--- src/rtl/cacheline_adaptor_pkg.sv ---
// Shared types and constants for the cacheline adaptor.
//
// Contents:
//   - Default geometry: 64-bit beats, 4 beats per line, 5 offset bits.
//   - LINE_W : width of one cache line (256 bits).
//   - CNT_W  : width of the beat counter.
//   - FSM state encoding: IDLE, RD_BURST, WR_BURST, DONE.
package cacheline_adaptor_types;

    localparam int BEAT_W_DEF    = 64;
    localparam int BURST_LEN_DEF = 4;
    localparam int OFFSET_W_DEF  = 5;

    localparam int LINE_W = 256;
    localparam int CNT_W  = $clog2(BURST_LEN_DEF);

    localparam int STATE_W = 2;

    // Plain constants rather than an enum so the encoding is visible to
    // older tools and to external checkers that watch dbg_state.
    localparam logic [STATE_W-1:0] IDLE     = 2'd0;
    localparam logic [STATE_W-1:0] RD_BURST = 2'd1;
    localparam logic [STATE_W-1:0] WR_BURST = 2'd2;
    localparam logic [STATE_W-1:0] DONE     = 2'd3;

endpackage

--- src/rtl/cacheline_adaptor_if.sv ---
// Bundle of the cache-side line handshake and the memory-side burst bus.
//
// Cache side (line):
//   line_addr_i, line_read_i, line_write_i, line_wdata_i -> adaptor
//   line_rdata_o, line_resp_o                            <- adaptor
// Memory side (burst):
//   burst_addr_o, burst_read_o, burst_write_o, burst_wdata_o <- adaptor
//   burst_rdata_i, burst_resp_i                              -> adaptor
//
// Handshake: line_read_i/line_write_i stay high until the single-cycle
// line_resp_o pulse; burst_read_o/burst_write_o stay high for the whole
// burst and exactly one beat moves on every cycle burst_resp_i is high.
//
// Modports: slave = the adaptor itself; master = its environment
// (cache plus main memory).
interface cacheline_adaptor_if
    import cacheline_adaptor_types::*;
#(
    parameter int BEAT_W = BEAT_W_DEF
);
    logic [31:0]       line_addr_i;
    logic              line_read_i;
    logic              line_write_i;
    logic [LINE_W-1:0] line_wdata_i;
    logic [LINE_W-1:0] line_rdata_o;
    logic              line_resp_o;

    logic [31:0]       burst_addr_o;
    logic              burst_read_o;
    logic              burst_write_o;
    logic [BEAT_W-1:0] burst_wdata_o;
    logic [BEAT_W-1:0] burst_rdata_i;
    logic              burst_resp_i;

    modport slave (
        input  line_addr_i, line_read_i, line_write_i, line_wdata_i,
        output line_rdata_o, line_resp_o,
        output burst_addr_o, burst_read_o, burst_write_o, burst_wdata_o,
        input  burst_rdata_i, burst_resp_i
    );

    modport master (
        output line_addr_i, line_read_i, line_write_i, line_wdata_i,
        input  line_rdata_o, line_resp_o,
        input  burst_addr_o, burst_read_o, burst_write_o, burst_wdata_o,
        output burst_rdata_i, burst_resp_i
    );

endinterface

--- src/rtl/cacheline_adaptor_line_beat_buffer.sv ---
// line_beat_buffer: one cache line of storage, addressable per beat.
//
// Ports:
//   clk, rst    clock, asynchronous active-low reset (clears the line)
//   load_en     load the whole line from load_line (takes priority)
//   load_line   full line to load
//   beat_we     write beat_wdata into beat slot beat_idx
//   beat_idx    beat slot for both write and read
//   beat_wdata  beat to write
//   line_q      current line contents
//   beat_rdata  beat slot beat_idx of the current line
module line_beat_buffer
    import cacheline_adaptor_types::*;
#(
    parameter int BEAT_W    = BEAT_W_DEF,
    parameter int BURST_LEN = BURST_LEN_DEF,
    parameter int IDX_W     = $clog2(BURST_LEN)
) (
    input  logic                        clk,
    input  logic                        rst,
    input  logic                        load_en,
    input  logic [BEAT_W*BURST_LEN-1:0] load_line,
    input  logic                        beat_we,
    input  logic [IDX_W-1:0]            beat_idx,
    input  logic [BEAT_W-1:0]           beat_wdata,
    output logic [BEAT_W*BURST_LEN-1:0] line_q,
    output logic [BEAT_W-1:0]           beat_rdata
);

    always_ff @(posedge clk or negedge rst) begin
        if (!rst) begin
            line_q <= '0;
        end else if (load_en) begin
            line_q <= load_line;
        end else if (beat_we) begin
            line_q[beat_idx*BEAT_W +: BEAT_W] <= beat_wdata;
        end
    end

    assign beat_rdata = line_q[beat_idx*BEAT_W +: BEAT_W];

endmodule

--- src/rtl/cacheline_adaptor.sv ---
// cacheline_adaptor: turns one 256-bit cache line read/write into a burst
// of BURST_LEN beats of BEAT_W bits on the main-memory bus, and answers
// the cache with a single line_resp_o pulse.
//
// Ports:
//   clk        clock, all state changes on the rising edge
//   rst        asynchronous active-low reset (abandons any burst)
//   bus        cacheline_adaptor_if.slave (line side + burst side)
//   dbg_state  current FSM state (IDLE/RD_BURST/WR_BURST/DONE)
//
// Flow: IDLE samples the request and registers the line-aligned address;
// RD_BURST fills the buffer beat by beat; WR_BURST drains a line latched
// in IDLE; DONE pulses line_resp_o and returns to IDLE.
module cacheline_adaptor
    import cacheline_adaptor_types::*;
#(
    parameter int BEAT_W    = BEAT_W_DEF,
    parameter int BURST_LEN = BURST_LEN_DEF,
    parameter int OFFSET_W  = OFFSET_W_DEF
) (
    input  logic                 clk,
    input  logic                 rst,
    cacheline_adaptor_if.slave   bus,
    output logic [STATE_W-1:0]   dbg_state
);

    localparam int LW    = BEAT_W * BURST_LEN;
    localparam int CW    = $clog2(BURST_LEN);
    localparam logic [CW-1:0] LAST_BEAT = CW'(BURST_LEN - 1);

    generate
        if (LW != LINE_W) begin : g_bad_geometry
            $error("cacheline_adaptor: BEAT_W*BURST_LEN must equal 256");
        end
    endgenerate

    logic [STATE_W-1:0] state;
    logic [CW-1:0]      cnt;
    logic [31:0]        addr_q;
    logic [LW-1:0]      rdata_q;

    logic [LW-1:0]      buf_line;
    logic [BEAT_W-1:0]  buf_beat;
    logic [LW-1:0]      merged_line;

    logic               buf_load;
    logic               buf_beat_we;
    logic               beat_strobe;
    logic               last_beat;

    assign beat_strobe = bus.burst_resp_i;
    assign last_beat   = (cnt == LAST_BEAT);
    assign buf_load    = (state == IDLE) && bus.line_write_i;
    assign buf_beat_we = (state == RD_BURST) && beat_strobe;

    line_beat_buffer #(
        .BEAT_W    (BEAT_W),
        .BURST_LEN (BURST_LEN),
        .IDX_W     (CW)
    ) u_buf (
        .clk        (clk),
        .rst        (rst),
        .load_en    (buf_load),
        .load_line  (bus.line_wdata_i),
        .beat_we    (buf_beat_we),
        .beat_idx   (cnt),
        .beat_wdata (bus.burst_rdata_i),
        .line_q     (buf_line),
        .beat_rdata (buf_beat)
    );

    // The final read beat is still on the bus when the line is published,
    // so the visible read line is the buffer with that beat merged in.
    // Keeping a separate copy means a later write (which reuses the
    // buffer) cannot disturb line_rdata_o.
    always_comb begin
        merged_line = buf_line;
        merged_line[cnt*BEAT_W +: BEAT_W] = bus.burst_rdata_i;
    end

    always_ff @(posedge clk or negedge rst) begin
        if (!rst) begin
            state   <= IDLE;
            cnt     <= '0;
            addr_q  <= '0;
            rdata_q <= '0;
        end else begin
            case (state)
                IDLE: begin
                    // Write wins if the cache illegally raises both.
                    if (bus.line_write_i) begin
                        addr_q <= {bus.line_addr_i[31:OFFSET_W], OFFSET_W'(0)};
                        cnt    <= '0;
                        state  <= WR_BURST;
                    end else if (bus.line_read_i) begin
                        addr_q <= {bus.line_addr_i[31:OFFSET_W], OFFSET_W'(0)};
                        cnt    <= '0;
                        state  <= RD_BURST;
                    end
                end
                RD_BURST: begin
                    if (beat_strobe) begin
                        cnt <= cnt + 1'b1;
                        if (last_beat) begin
                            rdata_q <= merged_line;
                            state   <= DONE;
                        end
                    end
                end
                WR_BURST: begin
                    if (beat_strobe) begin
                        cnt <= cnt + 1'b1;
                        if (last_beat) begin
                            state <= DONE;
                        end
                    end
                end
                default: begin
                    state <= IDLE;
                end
            endcase
        end
    end

    always_ff @(posedge clk) begin
        if (rst && state == IDLE) begin
            assert (!(bus.line_read_i && bus.line_write_i))
                else $warning("cacheline_adaptor: read and write requested together, serving write");
        end
    end

    assign bus.burst_addr_o  = addr_q;
    assign bus.burst_read_o  = (state == RD_BURST);
    assign bus.burst_write_o = (state == WR_BURST);
    assign bus.burst_wdata_o = (state == WR_BURST) ? buf_beat : '0;
    assign bus.line_resp_o   = (state == DONE);
    assign bus.line_rdata_o  = rdata_q;
    assign dbg_state         = state;

endmodule
--- src/flat_wrapper.sv ---
// flat-port wrapper written by rule: the top's interface ports become plain ports
module cacheline_adaptor_flat import cacheline_adaptor_types::*;
#(
    parameter int BEAT_W    = BEAT_W_DEF,
    parameter int BURST_LEN = BURST_LEN_DEF,
    parameter int OFFSET_W  = OFFSET_W_DEF
)
  (clk, rst, dbg_state, bus_line_addr_i, bus_line_read_i, bus_line_write_i, bus_line_wdata_i, bus_line_rdata_o, bus_line_resp_o, bus_burst_addr_o, bus_burst_read_o, bus_burst_write_o, bus_burst_wdata_o, bus_burst_rdata_i, bus_burst_resp_i);
  cacheline_adaptor_if #(.BEAT_W(BEAT_W)) bus_i ();
  input  logic clk;
  input  logic rst;
  output logic [STATE_W-1:0] dbg_state;
  input wire logic [$bits(bus_i.line_addr_i)-1:0] bus_line_addr_i;
  input wire logic [$bits(bus_i.line_read_i)-1:0] bus_line_read_i;
  input wire logic [$bits(bus_i.line_write_i)-1:0] bus_line_write_i;
  input wire logic [$bits(bus_i.line_wdata_i)-1:0] bus_line_wdata_i;
  output wire logic [$bits(bus_i.line_rdata_o)-1:0] bus_line_rdata_o;
  output wire logic [$bits(bus_i.line_resp_o)-1:0] bus_line_resp_o;
  output wire logic [$bits(bus_i.burst_addr_o)-1:0] bus_burst_addr_o;
  output wire logic [$bits(bus_i.burst_read_o)-1:0] bus_burst_read_o;
  output wire logic [$bits(bus_i.burst_write_o)-1:0] bus_burst_write_o;
  output wire logic [$bits(bus_i.burst_wdata_o)-1:0] bus_burst_wdata_o;
  input wire logic [$bits(bus_i.burst_rdata_i)-1:0] bus_burst_rdata_i;
  input wire logic [$bits(bus_i.burst_resp_i)-1:0] bus_burst_resp_i;
  assign bus_i.line_addr_i = bus_line_addr_i;
  assign bus_i.line_read_i = bus_line_read_i;
  assign bus_i.line_write_i = bus_line_write_i;
  assign bus_i.line_wdata_i = bus_line_wdata_i;
  assign bus_line_rdata_o = bus_i.line_rdata_o;
  assign bus_line_resp_o = bus_i.line_resp_o;
  assign bus_burst_addr_o = bus_i.burst_addr_o;
  assign bus_burst_read_o = bus_i.burst_read_o;
  assign bus_burst_write_o = bus_i.burst_write_o;
  assign bus_burst_wdata_o = bus_i.burst_wdata_o;
  assign bus_i.burst_rdata_i = bus_burst_rdata_i;
  assign bus_i.burst_resp_i = bus_burst_resp_i;
  cacheline_adaptor #(.BEAT_W(BEAT_W), .BURST_LEN(BURST_LEN), .OFFSET_W(OFFSET_W)) u_core (.clk(clk), .rst(rst), .bus(bus_i), .dbg_state(dbg_state));
endmodule
--- config.mk ---
export PLATFORM = sky130hd
export DESIGN_NAME = cacheline_adaptor_flat
export DESIGN_NICKNAME = d
export VERILOG_FILES = /design/src/rtl/cacheline_adaptor_pkg.sv /design/src/rtl/cacheline_adaptor_if.sv /design/src/rtl/cacheline_adaptor_line_beat_buffer.sv /design/src/rtl/cacheline_adaptor.sv /design/src/flat_wrapper.sv
export SDC_FILE = /design/constraint.sdc
export NUM_CORES = 1
export LEC_CHECK = 0
export CAP_MARGIN = 40
export CORE_AREA = 2 2 275 277
export CTS_CLUSTER_DIAMETER = 200
export DETAILED_ROUTE_END_ITERATION = 6
export DIE_AREA = 0 0 277 279
export PLACE_DENSITY = 0.6
export SLEW_MARGIN = 20
export SYNTH_ARGS = -nofsm -noshare
export SYNTH_HDL_FRONTEND = slang
export SYNTH_SLANG_ARGS = --single-unit
--- constraint.sdc ---
create_clock -name clk -period 3.1 [get_ports clk]
set_input_delay 0.62 -clock clk [delete_from_list [all_inputs] [get_ports clk]]
set_output_delay 0.62 -clock clk [all_outputs]
set_load 0.005 [all_outputs]
==> flow_summary_export.csv <==
group,metric,value,unit
status,status,"finished, final reports clean",
placement,placed_cells,4152,
logic_synthesis,synth_seq_area_share,50.5,%
sta,max_freq,324,MHz
sta,min_period_over_period,99.6,%
sta,fin_crit,3.09,ns
sta,max-slew-margin-rel,37.1,%
die,fp-row-count,100,
placement,place_congestion,0.911,
final_layout,ff_latch_area,0.0136,mm2
routing,dr.pass1.iters,6,
routing,drc,0,
final_layout,final_cell_mix,"clkdlybuf4s50_1 (638), dfrtp_1 (541), o21ai_0 (324), a31oi_1 (253), a22oi_1 (243)",
routing,vias,25714,
clock_tree,cts_root_buffer,"clkbuf_16",
sta,maxSlewViolCount,0,
final_layout,n_fill_cell,6654,
logic_synthesis,ys_types,45,
placement,place_area,0.0352,mm2
logic_synthesis,syn_area_per_cell,10.2,um2
setup_path,cp-end-kind,"primary output",
final_layout,final_cells,4311,
final_layout,postLayoutCellArea,0.0378,mm2
sta,worstMarginPinSlew,0.944,ns
routing,routed_via_density,5.96,
final_layout,fin_util,51.1,%
final_layout,finalNetCount,3636,
die,die_w,277,um
setup_path,startpoint_type,"register",
routing,drt_iter0_drc,2790,
grt,grt_pass1_vias,25961,
placement,hpwl,79700,um
setup_path,arrival,2.47,ns
sta,setup-violations-final,0,
hold_path,min_path_type,"register to register",
logic_synthesis,syn_area,0.0269,mm2
power_and_ir_drop,vdd_drop_max,0.834,mV
sta,finalHoldViolations,0,
die,initial_utilization,36.3,%
logic_synthesis,synth_ff_type,"dfrtp_1",
routing,ant_nets,0,
grt,grtUsageTotal,30.7,%
setup_path,critPathMaxFanout,6,
grt,grt-ovfl-total,0,
grt,antenna_found_initial,26,
die,dieArea,0.0773,mm2
setup_path,critPathKind,"register to primary output",
clock_tree,cts.path.max_buffers,3,
clock_tree,cts_htree_levels,2,
routing,wire_per_inst,28.2,um
grt,grt_first_pass_wirelength,177000,um
logic_synthesis,synth_seq_cells,543,
final_layout,drive_gt1_share,12.3,%
grt,grt_max_degree,132,
power_and_ir_drop,p_per_area,996,mW/mm2
setup_path,worstPathRequired,2.48,ns
final_layout,syn_to_final_growth,40.7,%
routing,totalWireLength,122000,um
final_layout,final_common_cell,"clkdlybuf4s50_1",
die,design.core.area,0.0741,mm2
logic_synthesis,synth_cells,2643,
die,io-pin-count,714,
sta,skew,0.0277,ns
clock_tree,path_clk_slew,0.07,ns
flow_run,maxCapViolations,0,
clock_tree,clock_sinks,543,
placement,io_buffers,703,
logic_synthesis,ys_warn_count,0,
clock_tree,cts_tree,"yes",
clock_tree,numCtsBuffers,61,
final_layout,multi_input_area,0.0122,mm2
clock_tree,insertion_delay,0.64,ns
power_and_ir_drop,power_leakage,15.3,nW
die,chipHeight,279,um
logic_synthesis,synth_edf_count,0,
logic_synthesis,postSynth.asyncResetShare,100,%
sta,rsz0062_at_grt,"true",
[logic make-up after synthesis]
family,count (synthesis),synth area share [%]
AOI/OAI and AO/OA,922,20.9
and+or+nand+nor,797,16.2
muxes,94,6.60
other,1,0.0139
adders and majority gates,10,0.465
DFF,543,50.5
buffers and inverters,276,5.38
[state kept, by name (all words and copies together) (netlist names)]
| register | cells |
|---|---|
| u_core.bus.burst_addr_o | 27 |
| u_core.bus.line_rdata_o | 256 |
| u_core.cnt | 2 |
| u_core.dbg_state | 2 |
| u_core.u_buf.line_q | 256 |
[layout make-up]
class | count | area share (%)
well taps | 969 | 3.20
multi-input cells | 1828 | 32.1
clock inverters | 26 | 0.896
inverters | 8 | 0.0793
clock buffers | 90 | 4.83
flip-flops and latches | 543 | 35.9
repair buffers | 827 | 22.8
diodes | 20 | 0.132
[Yosys cell counts (33+ instances only)]
cell type | number | share of area (%)
nand3_1 | 45 | 0.84
mux4_2 | 64 | 5.4
clkbuf_1 | 112 | 1.6
and2_1 | 66 | 1.5
nand2_1 | 159 | 2.2
nand3b_1 | 104 | 2.9
o21ai_0 | 324 | 6.0
o21ai_1 | 33 | 0.61
a22oi_1 | 244 | 6.8
a21oi_1 | 48 | 0.89
buf_2 | 99 | 1.8
nor2_1 | 148 | 2.1
a31oi_1 | 253 | 5.9
nor2b_1 | 154 | 3.6
nand2b_1 | 105 | 2.4
dfrtp_1 | 543 | 51
[report_power, final]
part | switching, mW | total (mW) | internal [mW]
Clock | 3.13 | 7.86 | 4.73
Combinational | 9.36 | 17.9 | 8.56
Sequential | 2.15 | 11.9 | 9.77
Total | 14.6 | 37.7 | 23.1
[metal layers]
layer / GRT usage, % / up-vias / part of all wire [%]
met5: 0 / - / 0.062
met4: 15.1 / 12 / 4.7
met3: 7.61 / 325 / 9.7
met2: 49.7 / 1637 / 47
met1: 38.6 / 12804 / 38
li1: - / 10936 / -
[per-stage QoR]
step / hold slack (ns) / TNS (ns) / total power [mW] / worst slack, ns
2_1_floorplan: 0.324 / 0 / 20.8 / 0.771
3_3_place_gp: 0.463 / 0 / 28.6 / 0.436
3_5_place_dp: 0.469 / 0 / 29.0 / 0.433
4_1_cts: 0.483 / -0.324 / 37.5 / -0.0833
5_1_grt: 0.508 / -0.0623 / 39.6 / -0.0212
6_report: 0.480 / 0 / 37.7 / 0.0119
[critical path: stages, from the launching register on]
cell and delay, ns:
dfrtp_4 0.51, buf_12 0.14, buf_12 0.14, buf_16 0.15
buf_6 0.12, mux4_2 0.46, and2_4 0.19, buf_6 0.11
[path summary, 6_finish.rpt]
| path | startpoint | end | slack [ns] | cells after the start |
|---|---|---|---|---|
| min in group asynchronous | rst | u_core.bus.line_rdata_o[194] | 0.56 | 2 |
| setup reg to reg | u_core.cnt[0] | u_core.u_buf.line_q[26] | 0.22 | 10 |
| max in group asynchronous | rst | u_core.u_buf.line_q[29] | 1.60 | 4 |
| hold / removal | u_core.bus.line_rdata_o[31] | u_core.bus.line_rdata_o[31] | 0.48 | 2 |
| hold reg to reg | u_core.bus.line_rdata_o[31] | u_core.bus.line_rdata_o[31] | 0.48 | 2 |
| setup / recovery | u_core.cnt[0] | bus_burst_wdata_o[28] | 0.01 | 7 |
[timing repair]
| item | in CTS | in global routing |
|---|---|---|
| setup endpoints to repair | 64 | 85 |
| hold endpoints to repair | 23 | 0 |
| resized for setup | 157 | 50 |
| setup buffers | 18 | 1 |
| gates cloned | 6 | 0 |
| hold buffers | 1 | 0 |
Power figures use the tool's default switching activity.
